## src/rtl/dmem_arbiter.sv

```systemverilog
// Arbiter and access sequencer for the single-port data memory. It serves the pipeline MEM stage
// and the loader port; the CPU normally has priority, but a loader that keeps losing eventually wins.
module dmem_arbiter #(
  parameter int ADDR_W   = 5,
  parameter int MAX_WAIT = 4
) (
  input  logic              clk_i,
  input  logic              rst_i,
  input  logic              start_i,
  input  logic              cpu_req_i,
  input  logic              cpu_we_i,
  input  logic [31:0]       cpu_addr_i,
  input  logic [31:0]       cpu_wdata_i,
  output logic [31:0]       cpu_rdata_o,
  output logic              cpu_stall_o,
  input  logic              ld_req_i,
  input  logic              ld_we_i,
  input  logic [ADDR_W-1:0] ld_addr_i,
  input  logic [31:0]       ld_wdata_i,
  output logic              ld_ack_o,
  output logic [31:0]       ld_rdata_o,
  output logic              mem_en_o,
  output logic              mem_we_o,
  output logic [ADDR_W-1:0] mem_addr_o,
  output logic [31:0]       mem_wdata_o,
  input  logic [31:0]       mem_rdata_i,
  output logic              busy_o
);

  localparam logic [3:0] C_MAX_WAIT = 4'(MAX_WAIT);

  typedef enum logic [2:0] {
    S_IDLE      = 3'd0,
    S_ISSUE_CPU = 3'd1,
    S_RESP_CPU  = 3'd2,
    S_ISSUE_LD  = 3'd3,
    S_RESP_LD   = 3'd4
  } state_t;

  state_t             r_state;
  state_t             w_next_state;
  logic [3:0]         r_wait_cnt;
  logic [3:0]         w_wait_next;
  logic               r_we;
  logic [ADDR_W-1:0]  r_addr;
  logic [31:0]        r_wdata;
  logic [31:0]        r_cpu_rdata;
  logic [31:0]        r_ld_rdata;

  logic               w_cpu_req;
  logic               w_ld_starved;
  logic               w_idle;
  logic               w_grant_cpu;
  logic               w_grant_ld;
  logic               w_cpu_load_resp;
  logic               w_ld_load_resp;
  logic [ADDR_W-1:0]  w_cpu_addr_al;
  logic [ADDR_W-1:0]  w_ld_addr_al;
  logic               w_unused;

  assign w_cpu_req    = cpu_req_i & start_i;
  assign w_idle       = (r_state == S_IDLE);
  assign w_ld_starved = ld_req_i & (r_wait_cnt == C_MAX_WAIT);
  assign w_grant_ld   = w_idle & (w_ld_starved | (~w_cpu_req & ld_req_i));
  assign w_grant_cpu  = w_idle & ~w_ld_starved & w_cpu_req;

  // Misaligned addresses silently round down to the containing word.
  assign w_cpu_addr_al = {cpu_addr_i[ADDR_W-1:2], 2'b00};
  assign w_ld_addr_al  = {ld_addr_i[ADDR_W-1:2], 2'b00};
  assign w_unused      = ^{cpu_addr_i[31:ADDR_W], cpu_addr_i[1:0], ld_addr_i[1:0]};

  always_comb begin
    w_next_state = r_state;
    unique case (r_state)
      S_IDLE: begin
        if (w_grant_ld)       w_next_state = S_ISSUE_LD;
        else if (w_grant_cpu) w_next_state = S_ISSUE_CPU;
      end
      S_ISSUE_CPU: w_next_state = S_RESP_CPU;
      S_RESP_CPU:  w_next_state = S_IDLE;
      S_ISSUE_LD:  w_next_state = S_RESP_LD;
      S_RESP_LD:   w_next_state = S_IDLE;
      default:     w_next_state = S_IDLE;
    endcase
  end

  // Loader losses are only counted at arbitration points while it is actually waiting.
  always_comb begin
    w_wait_next = r_wait_cnt;
    if (w_idle) begin
      if (!ld_req_i || w_grant_ld) begin
        w_wait_next = 4'd0;
      end else if (w_grant_cpu && (r_wait_cnt < C_MAX_WAIT)) begin
        w_wait_next = r_wait_cnt + 4'd1;
      end
    end
  end

  always_ff @(posedge clk_i or negedge rst_i) begin
    if (!rst_i) begin
      r_state     <= S_IDLE;
      r_wait_cnt  <= 4'd0;
      r_we        <= 1'b0;
      r_addr      <= '0;
      r_wdata     <= 32'd0;
      r_cpu_rdata <= 32'd0;
      r_ld_rdata  <= 32'd0;
    end else begin
      r_state    <= w_next_state;
      r_wait_cnt <= w_wait_next;
      if (w_grant_ld) begin
        r_we    <= ld_we_i;
        r_addr  <= w_ld_addr_al;
        r_wdata <= ld_wdata_i;
      end else if (w_grant_cpu) begin
        r_we    <= cpu_we_i;
        r_addr  <= w_cpu_addr_al;
        r_wdata <= cpu_wdata_i;
      end
      if (w_cpu_load_resp) r_cpu_rdata <= mem_rdata_i;
      if (w_ld_load_resp)  r_ld_rdata  <= mem_rdata_i;
    end
  end

  // Read data is forwarded straight from memory during the response cycle, then held.
  assign w_cpu_load_resp = (r_state == S_RESP_CPU) & ~r_we;
  assign w_ld_load_resp  = (r_state == S_RESP_LD) & ~r_we;

  assign cpu_rdata_o = w_cpu_load_resp ? mem_rdata_i : r_cpu_rdata;
  assign ld_rdata_o  = w_ld_load_resp ? mem_rdata_i : r_ld_rdata;
  assign ld_ack_o    = (r_state == S_RESP_LD);

  assign mem_en_o    = (r_state == S_ISSUE_CPU) | (r_state == S_ISSUE_LD);
  assign mem_we_o    = mem_en_o & r_we;
  assign mem_addr_o  = r_addr;
  assign mem_wdata_o = r_wdata;

  assign cpu_stall_o = w_cpu_req & (r_state != S_RESP_CPU);
  assign busy_o      = ~w_idle;

endmodule

```

## config.mk

```make
export PLATFORM = sky130hd
export DESIGN_NAME = dmem_arbiter
export DESIGN_NICKNAME = d
export VERILOG_FILES = /design/src/rtl/dmem_arbiter.sv
export SDC_FILE = /design/constraint.sdc
export NUM_CORES = 1
export LEC_CHECK = 0
export BUFFER_PORTS_ARGS = -buffer_cell sky130_fd_sc_hd__buf_2
export CORE_MARGIN = 8
export CORE_UTILIZATION = 45
export CTS_CLUSTER_SIZE = 14
export DETAILED_ROUTE_END_ITERATION = 10
export HOLD_SLACK_MARGIN = 0.06
export PLACE_DENSITY_LB_ADDON = 0.3
export SYNTH_ARGS = -nofsm -noshare
export SYNTH_HDL_FRONTEND = slang
export SYNTH_SLANG_ARGS = --single-unit
```

## constraint.sdc

```tcl
create_clock -name clk_i -period 2 [get_ports clk_i]
set_input_delay 0.3 -clock clk_i [delete_from_list [all_inputs] [get_ports clk_i]]
set_output_delay 0.3 -clock clk_i [all_outputs]
set_load 0.02 [all_outputs]
```

== Word-level counts from Yosys, hierarchy flattened ==
Cells that the tools add are included.
Storage, ports and cells
  flip-flop bits (word level): 109
  latch bits: 0
  bits in writable memories: 0
  bits in read-only memories: 0
  input bits: 140
  output and inout bits: 106
  memories kept: 0
Operators by class
  add/sub/neg operators: 1
  multiply operators: 0
  divide/modulo/power cells: 0
  magnitude comparators: 1
  eq/ne operators: 7
  shift operators: 0
  multiplexer cells: 13
  bitwise logic cells: 16
  reductions and logical operators: 7
Operator list (number)
  32-bit two-way mux: 4
  1-bit AND: 10
  5-bit two-way mux: 2
  3-bit case mux with 3 select lines: 1
  4-bit two-way mux: 2
  3-bit by 2-bit equality test with 1-bit output, second input constant: 2
  3-bit two-way mux: 2
  4-bit by 1-bit adder with 4-bit output, second input constant: 1
  4-bit by 3-bit equality test with 1-bit output, second input constant: 1
  4-bit by 3-bit less-than comparator with 1-bit output, second input constant: 1
  1-bit inverter: 4
  2-bit nonzero test: 2
  3-bit by 1-bit equality test with 1-bit output, second input constant: 1
  3-bit equality test, second input constant: 1
  3-bit logical NOT: 1
  3-bit by 1-bit != test with 1-bit output, second input constant: 1
  3-bit by 2-bit != test with 1-bit output, second input constant: 1
  1-bit two-way mux: 2
  1-bit OR: 2
  2-bit AND reduction: 1
  1-bit logical AND: 1
  1-bit logical NOT: 1
  1-bit logical OR: 1

== Logic depth before layout (Yosys ltp) ==
  depth in word-level cells: 8
  gate-level depth with buffers: 8
  depth with buffers taken out: 6

== Least setup slack after synthesis ==
Ideal clock, no wire load.
  path kind: reg2out
  start point: reg r_state[2]
  end point: out ld_rdata_o[6]
  data arrival time: 1.745 ns
  slack: -0.045 ns
  stages on the path, launching flop included: 6
  path buffers: 2
  path through: dfrtp_1 > nor3b_2 > nor2b_1 > clkbuf_2 > buf_4 > mux2_1
On the way
  word-level cells in the longest chain between the ends: 3
RTL lines
  start: declaration: line 40  | state_t r_state;
  start signal: assignment: line 109  | r_state <= w_next_state;
  3-bit equality test
  named net ld_ack_o: line 20  | output logic ld_ack_o,
  1-bit AND: line 127  | assign w_ld_load_resp = (r_state == S_RESP_LD) & ~r_we;
  32-bit two-way mux
  end: declaration: line 21  | output logic [31:0] ld_rdata_o,
The timed path passes the listed nets, and every way through them passes these cells.

== Worst setup path in the final report ==
  start point: reg r_state[1]
  end point: out ld_rdata_o[22]
On the way
  word-level cells in the longest chain between the ends: 3
RTL lines (line)
  3-bit equality test: 127
  1-bit AND: 127
  32-bit two-way mux
Every way passes these cells.

==> flow_metrics.py <==
metrics = {
    "global_route": {
        "grt_overflow_total": 0,
        "first_global_vias": 3912,
        "grt_start_max_net_pins": 70,
        "grt.total_usage_pct": 17.7,
        "grt_first_pass_wirelength_um": 19000,
        "antenna_found_initial": 0,
    },
    "placement": {
        "gp_congestion": 0.786,
        "preCtsSetupSlack_ns": 0.0800,
        "total_placed_cells_including_tap_cells": 716,
        "place.port_buffers": 212,
        "place_hpwl_um": 9260,
    },
    "synthesis": {
        "ys_top_cells_by_count": "dfrtp_1, nand2_1, mux2_2, nor2_1, a31oi_1",
        "synth.top_cells.by_area": "dfrtp_1, mux2_2, nand2_1",
        "ys_ff_latch": 107,
        "postSynthCellCount": 381,
        "ys.warnings.count": 0,
        "ys_async_sr_fraction_pct": 100,
        "synth_top_area_share_pct": 59.0,
        "syn_avg_cell_area_um2": 11.9,
        "yosysTopAreaCell": "dfrtp_1",
        "synthesis.area_mm2": 0.00454,
        "synth_enable_flop_cells": 0,
        "yosysUniqueCellTypes": 35,
        "synth_sequential_area_ratio_pct": 59.0,
        "synth.most_common_cell": "dfrtp_1",
        "synth_flop_type": "dfrtp_1",
    },
    "clock_network": {
        "ctsHtreeMaxLevel": 3,
        "max-clock-path-buffers": 2,
        "clkSinkCount": 107,
        "cts_made_buffers": 9,
        "clkLatencyLatePin_ns": 0.37,
        "tritoncts": "done",
        "reg_clk_slew_reported_paths_ns": 0.11,
        "clk_root_buffer_cell": "clkbuf_8",
    },
    "power_and_ir_drop": {
        "powerDensity_mw_per_mm2": 1770,
        "p_leak_nw": 3.24,
        "ir_drop_v": 0.000757,
        "fin_total_pwr_mw": 11.5,
    },
    "worst_setup_path": {
        "worst-path-max-fanout": 32,
        "r2r_cells": 8,
        "data_required_critical_path_ns": 1.70,
        "ff2ff_setup_slack_ns": 0.17,
        "regToRegEndpoint": "mem_wdata_o[17]$_DFFE_PN0P_",
        "critical_path_arrival_ns": 1.98,
        "endpoint_kind": "primary output",
        "launching_element_of_the_worst_setup_path": "r_state[1]$_DFFE_PN0P_",
        "termination_of_the_worst_setup_path": "ld_rdata_o[22]",
        "critPathLaunchType": "register",
        "setup.worst_path.class": "register to primary output",
        "reg2reg_from": "r_wait_cnt[0]$_DFFE_PN0P_",
    },
    "die": {
        "placement_rows": 36,
        "fp.dieArea_mm2": 0.0136,
        "design.core.area_mm2": 0.00977,
        "io_pins": 246,
        "die_y_um": 116,
        "die_width_um": 116,
        "start_util_pct": 46.5,
    },
    "layout": {
        "layoutNonFillerInstCount": 752,
        "fillers": 715,
        "antenna_cells_inserted": 0,
        "post_route_core_utilization_pct": 66.6,
        "finalNetCount": 756,
        "area_growth_syn_to_layout_pct": 43.3,
        "final_layout_size_suffix_gt1_share_pct": 54.3,
    },
    "sta": {
        "final.setup.tns_ns": -14.11,
        "setup_viol": 64,
        "worst_slew_margin_rel_pct": 63.1,
        "worst_margin_pin_slew_ns": 0.548,
        "unrepaired_setup_endpoints_after_global_routing": "true",
        "setup_slack_after_layout_ns": -0.278,
        "hold_viol_final": 0,
        "clock.fmax_ghz": 0.439,
        "post-route-period-util_pct": 114,
        "final.min_clock_period_ns": 2.28,
        "clock_skew_ns": 0.0107,
        "drv_slew": 0,
    },
    "routing": {
        "firstDrtPassIters": 5,
        "detail_route.wl_per_cell_um": 17.5,
        "detail_route.drc_violations": 0,
        "vias": 3749,
        "drt_first_iter_violations": 151,
        "drt-total-wl_um": 13100,
        "avgViaCountPerCell": 4.99,
        "final_antenna_net_count": 0,
    },
    "worst_hold_path": {
        "hold_depth": 3,
        "min_path_type": "input port to register",
    },
    "status": {
        "violations": "negative setup slack",
        "status": "finished with violations",
    },
    "flow_run": {
        "maxCapViolations": 0,
    },
}
## worst min-delay path by stage
| stage | start | to | slack (ns) |
|---|---|---|---|
| global placement | rst_i | r_cpu_rdata[3]$_DFF_PN0_ | 0.21 |
| floorplan | rst_i | mem_addr_o[2]$_DFFE_PN0P_ | 0.004 |
| global route | cpu_wdata_i[2] | mem_wdata_o[2]$_DFFE_PN0P_ | 0.16 |
| CTS | cpu_wdata_i[2] | mem_wdata_o[2]$_DFFE_PN0P_ | 0.15 |
| detailed placement | rst_i | r_cpu_rdata[3]$_DFF_PN0_ | 0.22 |
| finish | cpu_wdata_i[5] | mem_wdata_o[5]$_DFFE_PN0P_ | 0.17 |
## timing repair
item / CTS / global route
gates resized for setup: 5 / 103
setup endpoints to repair: 64 / 67
hold buffers: 1 / 0
gates cloned: 0 / 3
buffers inserted: 0 / 16
hold endpoints to repair: 21 / 0
pin swaps: 0 / 1
## routing by layer
metal,global-route usage (%),wire length (µm),vias up,part of all wire [%]
li1,-,-,1758,-
met1,20.6,5270,1834,40
met2,29.9,6580,145,50
met3,6.10,1160,12,8.8
met4,5.96,142,0,1.1
met5,0,0,-,0
## critical path, stage by stage (launching register included)
cell and delay (ns):
dfrtp_1 0.44, nor3b_4 0.21, nor2b_4 0.18, buf_12 0.21, mux2_2 0.38, buf_2 0.17
## layout make-up
type / instances / area, µm² / share of cell area, %
tap: 133 / 166 / 2.56
sequential: 107 / 2680 / 41.2
timing repair buffer: 245 / 1640 / 25.1
inverter: 5 / 18.8 / 0.288
multi-input combinational: 246 / 1800 / 27.7
clock inverter: 6 / 63.8 / 0.981
clock buffer: 10 / 138 / 2.12
## power breakdown
part           internal, mW  switching [mW]  total, mW
clock                 0.614           0.740       1.35
sequential             3.17           0.430       3.60
combinational          3.01            3.54       6.55
total                  6.80            4.71       11.5
## flip-flops by register name, summed over array words and instances, names as in the netlist
name	flops
mem_addr_o	3
mem_wdata_o	32
r_cpu_rdata	32
r_ld_rdata	32
r_state	3
r_wait_cnt	4
r_we	1
## placed cells by master, fill, tap and decap left out, types with 3 or more instances in the layout
cell        n
buf_2     176
dfrtp_1   105
nand2_1    71
nor2_1     40
a31oi_1    34
buf_6      33
mux2_4     32
mux2_2     32
buf_4      27
clkbuf_8   10
buf_12      6
o21ai_0     4
inv_1       3
a21oi_1     3
nor3_1      3
## per-stage QoR
step | instance area, µm² | hold slack (ns)
4_1_cts | 5980 | 0.154
6_report | 6510 | 0.169
2_1_floorplan | 4550 | 0.00441
3_5_place_dp | 5760 | 0.218
3_3_place_gp | 5760 | 0.210
5_1_grt | 6510 | 0.156
## logic make-up (layout without fill, tap and decap cells)
group / count (synthesis) / in the layout / share of synthesized area, %
compound gates: 53 / 53 / 7.91
simple gates: 124 / 124 / 11.5
fa+ha+maj: 2 / 2 / 0.551
other cells: 1 / 2 / 0.0826
mux: 65 / 65 / 16.1
flops: 107 / 107 / 59.0
buf+inv: 29 / 266 / 4.88
No activity file was read; power rests on OpenSTA's default activity.
